**config.mk**
```make
export PLATFORM = sky130hd
export DESIGN_NAME = fetch_queue
export DESIGN_NICKNAME = d
export VERILOG_FILES = /design/src/rtl/fetch_queue.sv
export SDC_FILE = /design/constraint.sdc
export NUM_CORES = 1
export LEC_CHECK = 0
export ABC_CLOCK_PERIOD_IN_PS = 5600
export CAP_MARGIN = 20
export CORE_MARGIN = 8
export CORE_UTILIZATION = 50
export DETAILED_ROUTE_END_ITERATION = 6
export HOLD_SLACK_MARGIN = 0.05
export PLACE_DENSITY = 0.75
export SKIP_CTS_REPAIR_TIMING = 1
export SLEW_MARGIN = 5
export SYNTH_ARGS = -nofsm -noshare
export SYNTH_HDL_FRONTEND = slang
export SYNTH_SLANG_ARGS = --single-unit
```
**constraint.sdc**
```tcl
create_clock -name clk -period 5.6 [get_ports clk]
set_input_delay 0.84 -clock clk [delete_from_list [all_inputs] [get_ports clk]]
set_output_delay 0.84 -clock clk [all_outputs]
set_load 0.02 [all_outputs]
```
**src/rtl/fetch_queue.sv**
```systemverilog
// fetch_queue: instruction fetch PC plus a small FIFO of {instruction, PC+4} feeding decode.
// Optional jump predecode is enabled with `define FETCH_JUMP_PREDECODE_EN.
module fetch_queue #(
    parameter int          DEPTH    = 4,
    parameter logic [31:0] RESET_PC = 32'h0000_0000
) (
    input  logic                     clk,
    input  logic                     reset,
    output logic [31:0]              imemAddress,
    input  logic [31:0]              imemInstruction,
    input  logic                     redirect,
    input  logic [31:0]              redirectTarget,
    output logic                     outValid,
    input  logic                     outReady,
    output logic [31:0]              outInstruction,
    output logic [31:0]              outPCPlus4,
    output logic [$clog2(DEPTH):0]   count
);
    localparam int AW = $clog2(DEPTH);
    localparam logic [AW:0] FULL = (AW + 1)'(DEPTH);
    logic [31:0] fetch_pc, pc4, next_pc;
    logic [31:0] ibuf [DEPTH];
    logic [31:0] pbuf [DEPTH];
    logic [AW-1:0] rd, wr;
    logic push, pop;
    assign pc4 = fetch_pc + 32'd4;
`ifdef FETCH_JUMP_PREDECODE_EN
    assign next_pc = (imemInstruction[31:26] == 6'b000010) ? {pc4[31:28], imemInstruction[25:0], 2'b00} : pc4;
`else
    assign next_pc = pc4;
`endif
    assign imemAddress    = fetch_pc;
    assign outValid       = |count;
    assign outInstruction = outValid ? ibuf[rd] : 32'h0;
    assign outPCPlus4     = outValid ? pbuf[rd] : 32'h0;
    assign pop  = outValid & outReady;
    assign push = ~redirect & ((count < FULL) | pop);
    always_ff @(posedge clk or posedge reset) begin
        if (reset) begin
            fetch_pc <= RESET_PC;
            rd       <= '0;
            wr       <= '0;
            count    <= '0;
        end else if (redirect) begin
            fetch_pc <= redirectTarget & 32'hFFFF_FFFC;
            rd       <= '0;
            wr       <= '0;
            count    <= '0;
        end else begin
            if (push) fetch_pc <= next_pc;
            if (push) wr <= wr + 1'b1;
            if (pop) rd <= rd + 1'b1;
            count <= (push & ~pop) ? count + 1'b1 : (pop & ~push) ? count - 1'b1 : count;
        end
    end
    // storage needs no reset; occupancy is tracked by count
    always_ff @(posedge clk) begin
        if (push) begin
            ibuf[wr] <= imemInstruction;
            pbuf[wr] <= pc4;
        end
    end
endmodule

```
# After elaboration in Yosys (flattened, before gate mapping)
# Memories as Yosys holds them, arrays and structs flattened.
# Index checks and enable logic that the tools add are counted.
[word_totals]
mem_count = 2
input_bits = 68
output_inout_bits = 100
regBits = 39
ram_bits = 256
elab_cells = 37
[classes]
n_lt_le_gt_ge = 1
n_addsub = 5
n_mux = 13
bitwise = 8
reduce_logical = 4
[mem_list]
columns = ["name", "words", "width", "rd", "rd_clocked_by_memory_dff", "wr", "line", "rtl"]
rows = [
  ["ibuf", 4, 32, 1, 0, 1, "22", "logic [31:0] ibuf [DEPTH];"],
  ["pbuf", 4, 32, 1, 0, 1, "23", "logic [31:0] pbuf [DEPTH];"],
]
[ops]
columns = ["op", "count"]
rows = [
  ["2-to-1 mux 32 bit", 4],
  ["adder 32 x 3 -> 32 bit, second input constant", 1],
  ["2-to-1 mux 3 bit", 3],
  ["2-to-1 mux 2 bit", 4],
  ["adder 2 x 1 -> 2 bit, second input constant", 2],
  ["bitwise AND 1 bit", 4],
  ["nonzero test 2 bit", 2],
  ["adder 3 x 1 -> 3 bit, second input constant", 1],
  ["less-than comparator 3 bit, second input constant", 1],
  ["inverter 1 bit", 3],
  ["nonzero test 3 bit", 1],
  ["OR reduction 3 bit", 1],
  ["subtractor 3 x 1 -> 3 bit, second input constant", 1],
  ["2-to-1 mux 1 bit", 2],
  ["OR 1 bit", 1],
]

# Logic depth before layout (Yosys ltp)
[depth]
word_depth = 9
ltp_mapped = 8
mapped_depth_nobuf = 7

# Least setup slack after synthesis
# OpenSTA, ideal clock, no wires.
[synth_timing]
kind = "input -> register"
startpoint = "input outReady"
endpoint = "memory ibuf[0][0], enable pin"
cell_stages = 4
arrival_ps = 2928
path_buffers = 2
setup_ps = 427
setup_slack_ps = 2245
required_time_ps = 5173
path_cell_list = "buf_2 -> nand2b_1 -> clkbuf_1 -> and3_1"
[synth_via]
elab_chain_cells = 5
[synth_lines]
columns = ["item", "line", "rtl"]
rows = [
  ["from (decl)", "14", "input logic outReady,"],
  ["bitwise AND 1 bit", "36", "assign pop = outValid & outReady;"],
  ["OR 1 bit", "37", "assign push = ~redirect & ((count < FULL) | pop);"],
  ["bitwise AND 1 bit", "37", ""],
  ["2-to-1 mux 1 bit", "58", "if (push) begin"],
  ["2-to-1 mux 1 bit (not written as such)", "59", "ibuf[wr] <= imemInstruction;"],
  ["to (decl)", "22", ""],
]
# No other way between the ends.

# Worst setup path after layout
[layout_timing]
startpoint = "register rd[0]"
endpoint = "output outPCPlus4[12]"
[layout_via]
elab_chain_cells = 2
[layout_lines]
columns = ["item", "line", "rtl"]
rows = [
  ["from (decl)", "24", "logic [AW-1:0] rd, wr;"],
  ["from (signal assigned)", "52", "if (pop) rd <= rd + 1'b1;"],
  ["memory (4 x 32 bit)", "n/a", ""],
  ["2-to-1 mux 32 bit", "35", "assign outPCPlus4 = outValid ? pbuf[rd] : 32'h0;"],
  ["to (decl)", "16", "output logic [31:0] outPCPlus4,"],
]
# No other way between the ends.

==> impl_metrics.csv <==
group,metric,value,unit
placement,routabilityCongestion,0.8702,
grt,grt_pass1_vias,7214,
routing,highest_layer,"met5",
run,cap_violations,0,
power,pwr-share-clk,27.8,%
timing,timing.slew.headroom,33.29,%
power,p_sw_share,29.65,%
routing,ant_nets,0,
timing,final-hold-violation-count,0,
grt,grt_pass1_wl,39.55,mm
placement,io_buffers,161,
timing,tightestPinTransition,1001,ps
routing,drt-initial-drc-count,539,
synth,ys_seq_elements,285,
timing,rsz0062_at_grt,"false",
timing,finClkSkew,7.248,ps
grt,grtUsageTotal,17.32,%
timing,slew_viol_final,0,
power,cellInternalPower,4.925,mW
routing,remaining_drc_errors,0,
worst_setup_path,crit_type,"reg2out",
clocking,clock_sinks,285,
hold_path,hold_path.class,"reg2reg",
worst_setup_path,startpoint_type,"flop",
grt,overflow,0,
grt,antenna_found_initial,1,
synth,ys_seq_area_share,69.12,%
final_layout,fin_nets,969,
synth,ys.flop_type,"edfxtp_1",
power,total_power,7.001,mW
power,p_comb_share,31.7,%
clocking,numCtsBuffers,28,
clocking,cts_root_buffer,"clkbuf_16",
synth,avgSynthCellArea,16.39,um2
synth,synth_edf_count,248,
floorplan,design.core.area,24030,um2
synth,synth_area_leaders,"edfxtp_1 (61%), mux4_2 (12%), dfrtp_1 (7.6%)",
timing,timing.fmax,245.1,MHz
clocking,clk_pin_slew,60,ps
grt,grt_max_degree,67,
synth,synthDistinctLibCells,47,
power,vdd_ir_drop_max,253.0,uV
final_layout,diodes,0,
routing,wl_met3,1.974,mm
timing,finalCritPeriodShare,72.85,%
power,seq_power_share,40.4,%
outcome,status,"complete, no violations",
routing,vias,6869,
timing,tns,0,ps
placement,dpl.cell_count,1188,
timing,fin_crit,4079,ps
synth,synth_warnings,0,
worst_setup_path,arrival,3240,ps
clocking,clockBufferDepth,3,
routing,met1Wirelength,10.48,mm
worst_setup_path,crit_required,4760,ps
routing,routed_wl,25.46,mm
floorplan,rows,57,
clocking,htree_levels,1,
clocking,cts_tree,"done",
synth,synth_area_leader_cell,"edfxtp_1",
synth,syn-instance-count,739,
final_layout,drive_gt1_share,14.50,%
final_layout,finish.utilization,62.43,%
floorplan,fp.dieW,171.7,um
routing,wl_per_cell,20.51,um
floorplan,fp.dieArea,29470,um2
final_layout,final_cells,1241,
final_layout,area_growth,23.86,%
clocking,clk_latency,530,ps
timing,timing.final.ws_setup,1521,ps
power,powerDensity,466.6,nW/um2
synth,synth.cell_area,12110,um2
placement,dpl_worst_slack,1734,ps
worst_setup_path,crit_fanout,42,
power,switching_power,2.076,mW
routing,met2WireLength,12.57,mm
floorplan,initial_core_util,50.40,%
power,p_leak,4.974,nW
synth,synth_top_cell_area_share,61.47,%
routing,vias_per_cell,5.535,
floorplan,io_pins,168,
placement,dp.final_hpwl,16.26,mm
routing,first_pass_iters,5,
floorplan,die_y,171.7,um
synth,synth-async-reset-ratio,12.98,%
timing,finalSetupViolCount,0,
worst_setup_path,end_kind,"output port",
## worst max-delay path, cell delays in order (launching register included)
cell	delay, ps
dfrtp_4	990
buf_4	410
mux4_2	580
and2_1	180
clkdlybuf4s50_1	530
## logic make-up after synthesis
logic type	after synthesis	share of synthesized area, %
adder cells (fa/ha/maj)	6	0.6817
other	1	0.03096
buffers and inverters	67	2.396
AND/OR/NAND/NOR	226	10.46
flip-flops	285	69.12
multiplexers	63	11.61
XOR/XNOR	42	3.037
AO/OA/AOI/OAI	49	2.665
## placed cells by master (no fill, tap or decap), types with 5 or more instances in the layout
cell type / synthesis / layout
buf_4: 5 / 11
clkinv_1: 0 / 5
and3_1: 9 / 5
and2_1: 63 / 63
xor2_1: 12 / 12
dfrtp_1: 37 / 35
mux4_2: 62 / 62
xnor2_1: 30 / 30
clkbuf_16: 0 / 29
or4_1: 5 / 5
a31oi_1: 7 / 7
clkdlybuf4s50_1: 0 / 160
nor4_1: 6 / 6
o21ai_0: 15 / 15
clkbuf_1: 27 / 5
a21oi_1: 6 / 6
nor3_1: 11 / 11
nor2_1: 26 / 26
nand2_1: 39 / 39
nand3_1: 22 / 22
o31ai_1: 6 / 6
inv_1: 17 / 17
nand4_1: 22 / 22
bufinv_16: 0 / 5
edfxtp_1: 248 / 248
ha_1: 5 / 5
## metal layers
| metal | vias up | GRT usage, % |
|---|---|---|
| li1 | 3156 | - |
| met1 | 3429 | 21.97 |
| met2 | 248 | 29.32 |
| met3 | 34 | 4.269 |
| met4 | 2 | 4.764 |
| met5 | - | 0 |
## power groups by stage
stage	clock network [mW]	registers, mW	logic (mW)
after floorplan	0	2.79	1.35
after global placement	0	2.87	2.22
after detailed placement	0	2.88	2.24
after CTS	1.99	2.84	2.25
after global routing	2.07	2.87	2.38
final	1.95	2.83	2.22
## worst paths after layout
kind,slack [ps],start,cells past startpoint,to
max in group asynchronous,4460,reset,3,rd[0]$_DFFE_PP0P_
min,580,wr[1]$_DFFE_PP0N_,2,wr[1]$_DFFE_PP0N_
min reg2reg,580,wr[1]$_DFFE_PP0N_,2,wr[1]$_DFFE_PP0N_
max,1520,rd[0]$_DFFE_PP0P_,4,outPCPlus4[12]
max reg2reg,2840,count[2]$_DFFE_PP0P_,3,ibuf[2][26]$_DFFE_PP_
min in group asynchronous,740,reset,3,imemAddress[8]$_DFFE_PP0N_
## state kept, by name (all words and copies together) (netlist names)
register and flops:
count 3, ibuf 128, imemAddress 30, pbuf 120, rd 2, wr 2
## metrics by stage
stage | instance area [um2] | hold WS (ps)
floorplan | 12130 | 538.1
global placement | 14000 | 559.7
detailed placement | 14000 | 576.0
CTS | 14980 | 584.4
global route | 15000 | 613.6
finish | 15000 | 580.8
## area by class of cell
| type | instances | area [um2] |
|---|---|---|
| well taps | 324 | 405.4 |
| inverters | 17 | 63.81 |
| repair buffers | 173 | 1717 |
| flip-flops and latches | 285 | 8378 |
| fillers | 1758 | 9030 |
| clock inverters | 18 | 227.7 |
| multi-input cells | 390 | 3468 |
| clock buffers | 34 | 744.5 |
## cell usage after synthesis, types with 2 or more instances
cell type,instances
nor2b_1,4
nand4_1,22
a211o_1,4
o21ai_0,15
clkbuf_1,27
buf_1,2
nand3_2,2
nand3_1,22
a31o_2,2
nand2b_1,2
nor2_1,26
buf_2,16
edfxtp_1,248
and2_1,63
buf_4,5
or4_1,5
o31ai_1,6
a31oi_1,7
a22oi_1,2
inv_1,17
and3_1,9
and4_1,3
a311o_1,4
or3_1,4
nor3_1,11
nor4_1,6
a21oi_1,6
mux4_2,62
xnor2_1,30
ha_1,5
xor2_1,12
nand2_1,39
dfrtp_1,37
No activity file was read; power rests on OpenSTA's default activity.
